==> src/rtl/pc_gen.sv <==
// Fetch-stage program counter: holds the current fetch address, advances by 4
// per accepted handshake or redirects to a branch target. Optional: PC_ALIGN_EN.
module pc_gen #(
  parameter logic [31:0] BOOT_ADDR = 32'h0000_0000
) (
  input  logic        clk_i,
  input  logic        rst_i,
  input  logic        ready_i,
  input  logic        branch_taken_i,
  input  logic [31:0] branch_target_addr_i,
  output logic        valid_o,
  output logic [31:0] pc_o
);

  logic [31:0] tgt;
  logic [31:0] pc_nxt;

`ifdef PC_ALIGN_EN
  // Redirects always land on a word boundary; sequential fetch is unaffected.
  assign tgt = {branch_target_addr_i[31:2], 2'b00};
`else
  assign tgt = branch_target_addr_i;
`endif

  // A branch seen during a stall is dropped; it only takes effect if still
  // asserted on the edge where ready_i is high.
  always_comb begin
    pc_nxt = pc_o;
    if (ready_i) begin
      if (branch_taken_i) pc_nxt = tgt;
      else                pc_nxt = pc_o + 32'd4;
    end
  end

  always_ff @(posedge clk_i or posedge rst_i) begin
    if (rst_i) begin
      pc_o    <= BOOT_ADDR;
      valid_o <= 1'b0;
    end else begin
      pc_o    <= pc_nxt;
      valid_o <= 1'b1;
    end
  end

endmodule

==> config.mk <==
export PLATFORM = sky130hd
export DESIGN_NAME = pc_gen
export DESIGN_NICKNAME = d
export VERILOG_FILES = /design/src/rtl/pc_gen.sv
export SDC_FILE = /design/constraint.sdc
export NUM_CORES = 1
export LEC_CHECK = 0
export ABC_AREA = 1
export BUFFER_PORTS_ARGS = -buffer_cell sky130_fd_sc_hd__buf_2
export CAP_MARGIN = 20
export CORE_ASPECT_RATIO = 1.25
export CORE_UTILIZATION = 35
export DETAILED_ROUTE_END_ITERATION = 7
export GPL_ROUTABILITY_DRIVEN = 0
export MAX_ROUTING_LAYER = met4
export PLACE_DENSITY = 0.57
export SYNTH_ARGS = -nofsm -noshare
export SYNTH_HDL_FRONTEND = slang
export SYNTH_SLANG_ARGS = --single-unit
==> constraint.sdc <==
create_clock -name clk_i -period 1.6 [get_ports clk_i]
set_input_delay 0.16 -clock clk_i [delete_from_list [all_inputs] [get_ports clk_i]]
set_output_delay 0.16 -clock clk_i [all_outputs]
set_load 0.05 [all_outputs]
## Word-level counts from Yosys, hierarchy flattened

Cells that the tools add are included.

| storage, ports and cells | value |
|---|---|
| ROM bits | 0 |
| memories kept | 0 |
| latch bits | 0 |
| input bits | 36 |
| RAM bits | 0 |
| register bits | 33 |
| output and inout bits | 33 |

| cells by class | value |
|---|---|
| add/sub/neg operators | 1 |
| divide/modulo/power cells | 0 |
| shift operators | 0 |
| $mul | 0 |
| order comparisons | 0 |
| equality and inequality tests | 0 |
| bitwise operators | 0 |
| muxes and demuxes | 1 |
| reduce and logical (&&, ||, !) cells | 0 |

Operators with widths:

| cell | number |
|---|---|
| $add A32 B3 Y32 const B | 1 |
| $mux W32 | 1 |

## Depth between registers and ports, before layout

| depth | value |
|---|---|
| depth after elaboration | 2 |
| depth in mapped cells | 10 |

## Worst setup path after synthesis

Ideal clock, no wire load.

| path | value |
|---|---|
| kind | register -> register |
| start point | reg pc_o[3] |
| end point | reg pc_o[26] |
| cell stages (with the launch flop) | 11 |
| path slack | -0.197 ns |
| arrival time | 1.679 ns |
| buffers on the path | 0 |
| setup time | 0.118 ns |
| path through | dfrtp_1 ha_1 nand2_2 nor2_4 nand2_4 nor2_4 nand2_1 nand2_1 nand3_1 nand2_1 nand2_1 |

| between the ends | value |
|---|---|
| longest elaborated chain between the ends | 2 |

RTL lines:

| item | RTL line | RTL |
|---|---|---|
| start, declared | 12 | `output logic [31:0] pc_o` |
| start signal, assigned | 40 | `pc_o <= pc_nxt;` |
| $add A32 B3 Y32 | 31 | `else pc_nxt = pc_o + 32'd4;` |
| $mux W32 | 30 | `if (branch_taken_i) pc_nxt = tgt;` |

Every way passes these cells.
A chain may end at the register's enable or synchronous reset.

## Worst setup path in the final report

Ends and elaborated chain as after synthesis.

==> metrics.md <==
| Metric | Value |
|---|---|
| Synth Instances | `between 300 and 400` |
| Initial Utilization | `a little under two fifths` |
| Total wire length | `6450 um` |
| Origin of the critical flop-to-flop path | `pc_o[3]$_DFFE_PP0P_` |
| Synth Net Count | `388` |
| CTS tree | `done` |
| Post-route ant nets | `0` |
| Sequential area share after synthesis | `35.7%` |
| Chip width | `74.7 um` |
| Fill cell total of the finished layout | `674` |
| FF+latch count, synth | `33` |
| Critical Path Fanout Max | `6` |
| Critical Path, Cell by Cell | `ha_4 > nand2_2 > nor2_4 > nand2_4 > nor2_4 > nand2_1 > nand2_1 > nand3_1 > nand2_1 > nand2_1` |
| Top Ports | `69` |
| RSZ-0062 raised after global routing | `true` |
| NumNets Final | `465` |
| DR vias/cell | `4.63` |
| Pin count of the biggest net entering global routing | `34` |
| Register share of total power | `39.7%` |
| Combinational power share | `34.7%` |
| Root buffer cell | `clkbuf_8` |
| Slew Limit Fails | `0` |
| Post-DR wirelength/cell | `12.5 um` |
| Arrival time worst endpoint | `between 1500 and 2000 ps` |
| GRT overflow | `0` |
| Die area | `6940 um^2` |
| Crit path max-delay family | `simple AND/OR/NAND/NOR gates` |
| Num CTS Buffers | `5` |
| Area Growth Syn to Fin | `27.4%` |
| Multi-input logic area | `1330 um^2` |
| NetSw | `1170 uW` |
| Clk_lat worst skew | `290 ps` |
| Most frequent cells in the layout | `nand2_1, buf_2, nor2_1` |
| Startpoint Class | `flip-flop` |
| Final Critical Period | `1490 ps` |
| Setup Viol. Count Final | `0` |
| Crit Path Class | `flip-flop to flip-flop` |
| Initial DRC count | `125` |
| P_leak | `~0.0015 uW` |
| Share of layout cells above drive strength 1 | `~28%` |
| Final Cell Area | `2950 um^2` |
| Cell Pwr Density | `941 nW/um^2` |
| Worst R2R Setup Slack | `110 ps` |
| H-tree Lvls | `2` |
| N_diodes | `0` |
| Count of input and output buffers | `68` |
| Max Cap Viol | `0` |
| Outcome | `finished clean` |
| Core footprint | `between 6000 and 7000 um^2` |
| Critical Path End Type | `flip-flop` |
| Hold path depth | `3` |
| Min-Delay Endpoint | `pc_o[0]$_DFFE_PP0P_` |
| HP Start | `branch_target_addr_i[0]` |
| Rows | `32` |
| CP peak stage delay | `410 ps` |
| Worst reg2reg endpoint | `pc_o[26]$_DFFE_PP0P_` |
| Yosys Warn Count | `0` |
| HP Class | `input pin to flip-flop` |
| Worst EP required | `1780 ps` |
| Clock buffer depth | `2` |
| Commonest non-fill, non-tap cell in the layout | `nand2_1` |
| Syn Std Cell Area | `roughly 2300 um^2` |
| Placed Area | `2810 um^2` |
| Antenna violations before repair | `0` |
| Detailed Place HPWL | `4910 um` |
| CP Buf/Inv Count | `0` |
| Fin. Hold Viols | `0` |
| Post-layout util | `46.9%` |
| Most frequent CP cell | `nand2_1` |
| Tcrit/Tclk final | `93.4%` |
| Sw Ratio | `between 40 and 50%` |
| Number of global-route vias before repair | `2299` |
| Reg2reg path depth | `10` |
| Clock sink count | `33` |
| Critical path's slowest cell | `dfrtp_2` |
| Reg area | `836 um^2` |
| DIE HEIGHT | `92.9 um` |
| Total Routing Usage GR | `21.5%` |
| DR DRC count | `0` |
| Synth Area per Inst | `6.59 um^2` |
| First-pass GRT wire length | `11000 um` |
| Unique masters post-synth | `27` |
| Peak VDD IR | `0.000501 V` |
| Fmax | `0.670 GHz` |
| Setup Skew | `about 4.8 ps` |
| Vias | `2378` |
| Reg clk slew, reported paths | `around 70 ps` |
| P_int | `1600 uW` |
| Final TNS setup | `0 ps` |
| TritonRoute pass-1 iters | `4` |
| Clock power frac | `between 20% and 30%` |
cells in the mapped netlist:
master / instances / area share, %
a211oi_1: 1 / 0.32
a21oi_1: 7 / 1.5
and2_1: 2 / 0.54
buf_2: 3 / 0.65
buf_4: 2 / 0.65
clkbuf_1: 4 / 0.65
conb_1: 1 / 0.16
dfrtp_1: 33 / 36
ha_1: 1 / 0.54
inv_1: 33 / 5.4
inv_2: 2 / 0.32
nand2_1: 121 / 20
nand2_2: 6 / 1.6
nand2_4: 3 / 1.5
nand3_1: 37 / 8.0
nand3_2: 1 / 0.43
nor2_1: 49 / 8.0
nor2_2: 5 / 1.4
nor2_4: 5 / 2.4
nor2_8: 2 / 1.7
nor3_1: 1 / 0.22
o211ai_1: 3 / 0.97
o21ai_0: 14 / 3.0
o21ai_1: 4 / 0.87
o21bai_1: 2 / 0.65
o22ai_1: 2 / 0.54
xor2_1: 7 / 2.7
registers in the layout, summed over array words and instances, names as in the netlist:
name / flops
pc_o: 32
valid_o: 1
tightest hold or removal path, stage by stage:
cell and delay, ps:
buf_2 70, nand2_1 40, nand2_1 50
kinds of logic after synthesis:
kind of cell    count (synthesis)  share of synthesized area [%]
simple gates                  232                           45.4
buf+inv                        44                           7.63
compound gates                 33                           7.90
flops                          33                           35.7
xor+xnor                        7                           2.65
fa+ha+maj                       1                          0.541
other cells                     1                          0.162
metal layers:
layer,part of all wire (%),routed length [um],vias to the layer above,track usage (%)
li1,-,-,1249,-
met1,47,3040,1065,27.6
met2,47,3030,54,33.6
met3,4.2,271,10,3.59
met4,1.7,112,0,7.70
met5,0,0,-,-
worst max path at each step:
stage                              startpoint              endpoint  cells after the start
after floorplan           pc_o[8]$_DFFE_PP0P_  pc_o[26]$_DFFE_PP0P_                      9
after global placement    pc_o[3]$_DFFE_PP0P_  pc_o[24]$_DFFE_PP0P_                     10
after detailed placement  pc_o[3]$_DFFE_PP0P_  pc_o[24]$_DFFE_PP0P_                     10
after CTS                 pc_o[3]$_DFFE_PP0P_  pc_o[24]$_DFFE_PP0P_                     10
after global routing      pc_o[3]$_DFFE_PP0P_  pc_o[26]$_DFFE_PP0P_                     10
final                     pc_o[3]$_DFFE_PP0P_  pc_o[26]$_DFFE_PP0P_                     10
through the flow:
stage / power, uW / worst slack, ps / hold slack (ps) / std cells
floorplan: 1790 / 4.14 / 270 / 351
global placement: 2060 / 87.2 / 285 / 503
detailed placement: 2070 / 78.9 / 291 / 503
CTS: 2800 / 56.8 / 54.3 / 512
global route: 2940 / -14.2 / 60.0 / 514
finish: 2770 / 106 / 62.0 / 514
area by class of cell:
type	instances	share of cell area [%]
Tap cell	85	3.61
Inverter	35	4.46
Timing Repair Buffer	79	14.9
Sequential cell	33	28.4
Clock buffer	7	3.27
Clock inverter	1	0.170
Multi-Input combinational cell	274	45.2
timing repair:
item	CTS	global route
hold endpoints to repair	33	0
resized for setup	0	5
hold buffers	1	0
setup endpoints to repair	0	4
setup buffers	0	2
power groups by stage:
stage               sequential [uW]  combinational, uW  clock, uW
finish                         1100                963        710
global route                   1120               1050        768
CTS                            1100                958        740
detailed placement             1110                954          0
global placement               1110                950          0
floorplan                      1460                328          0
Power figures use the tool's default switching activity.
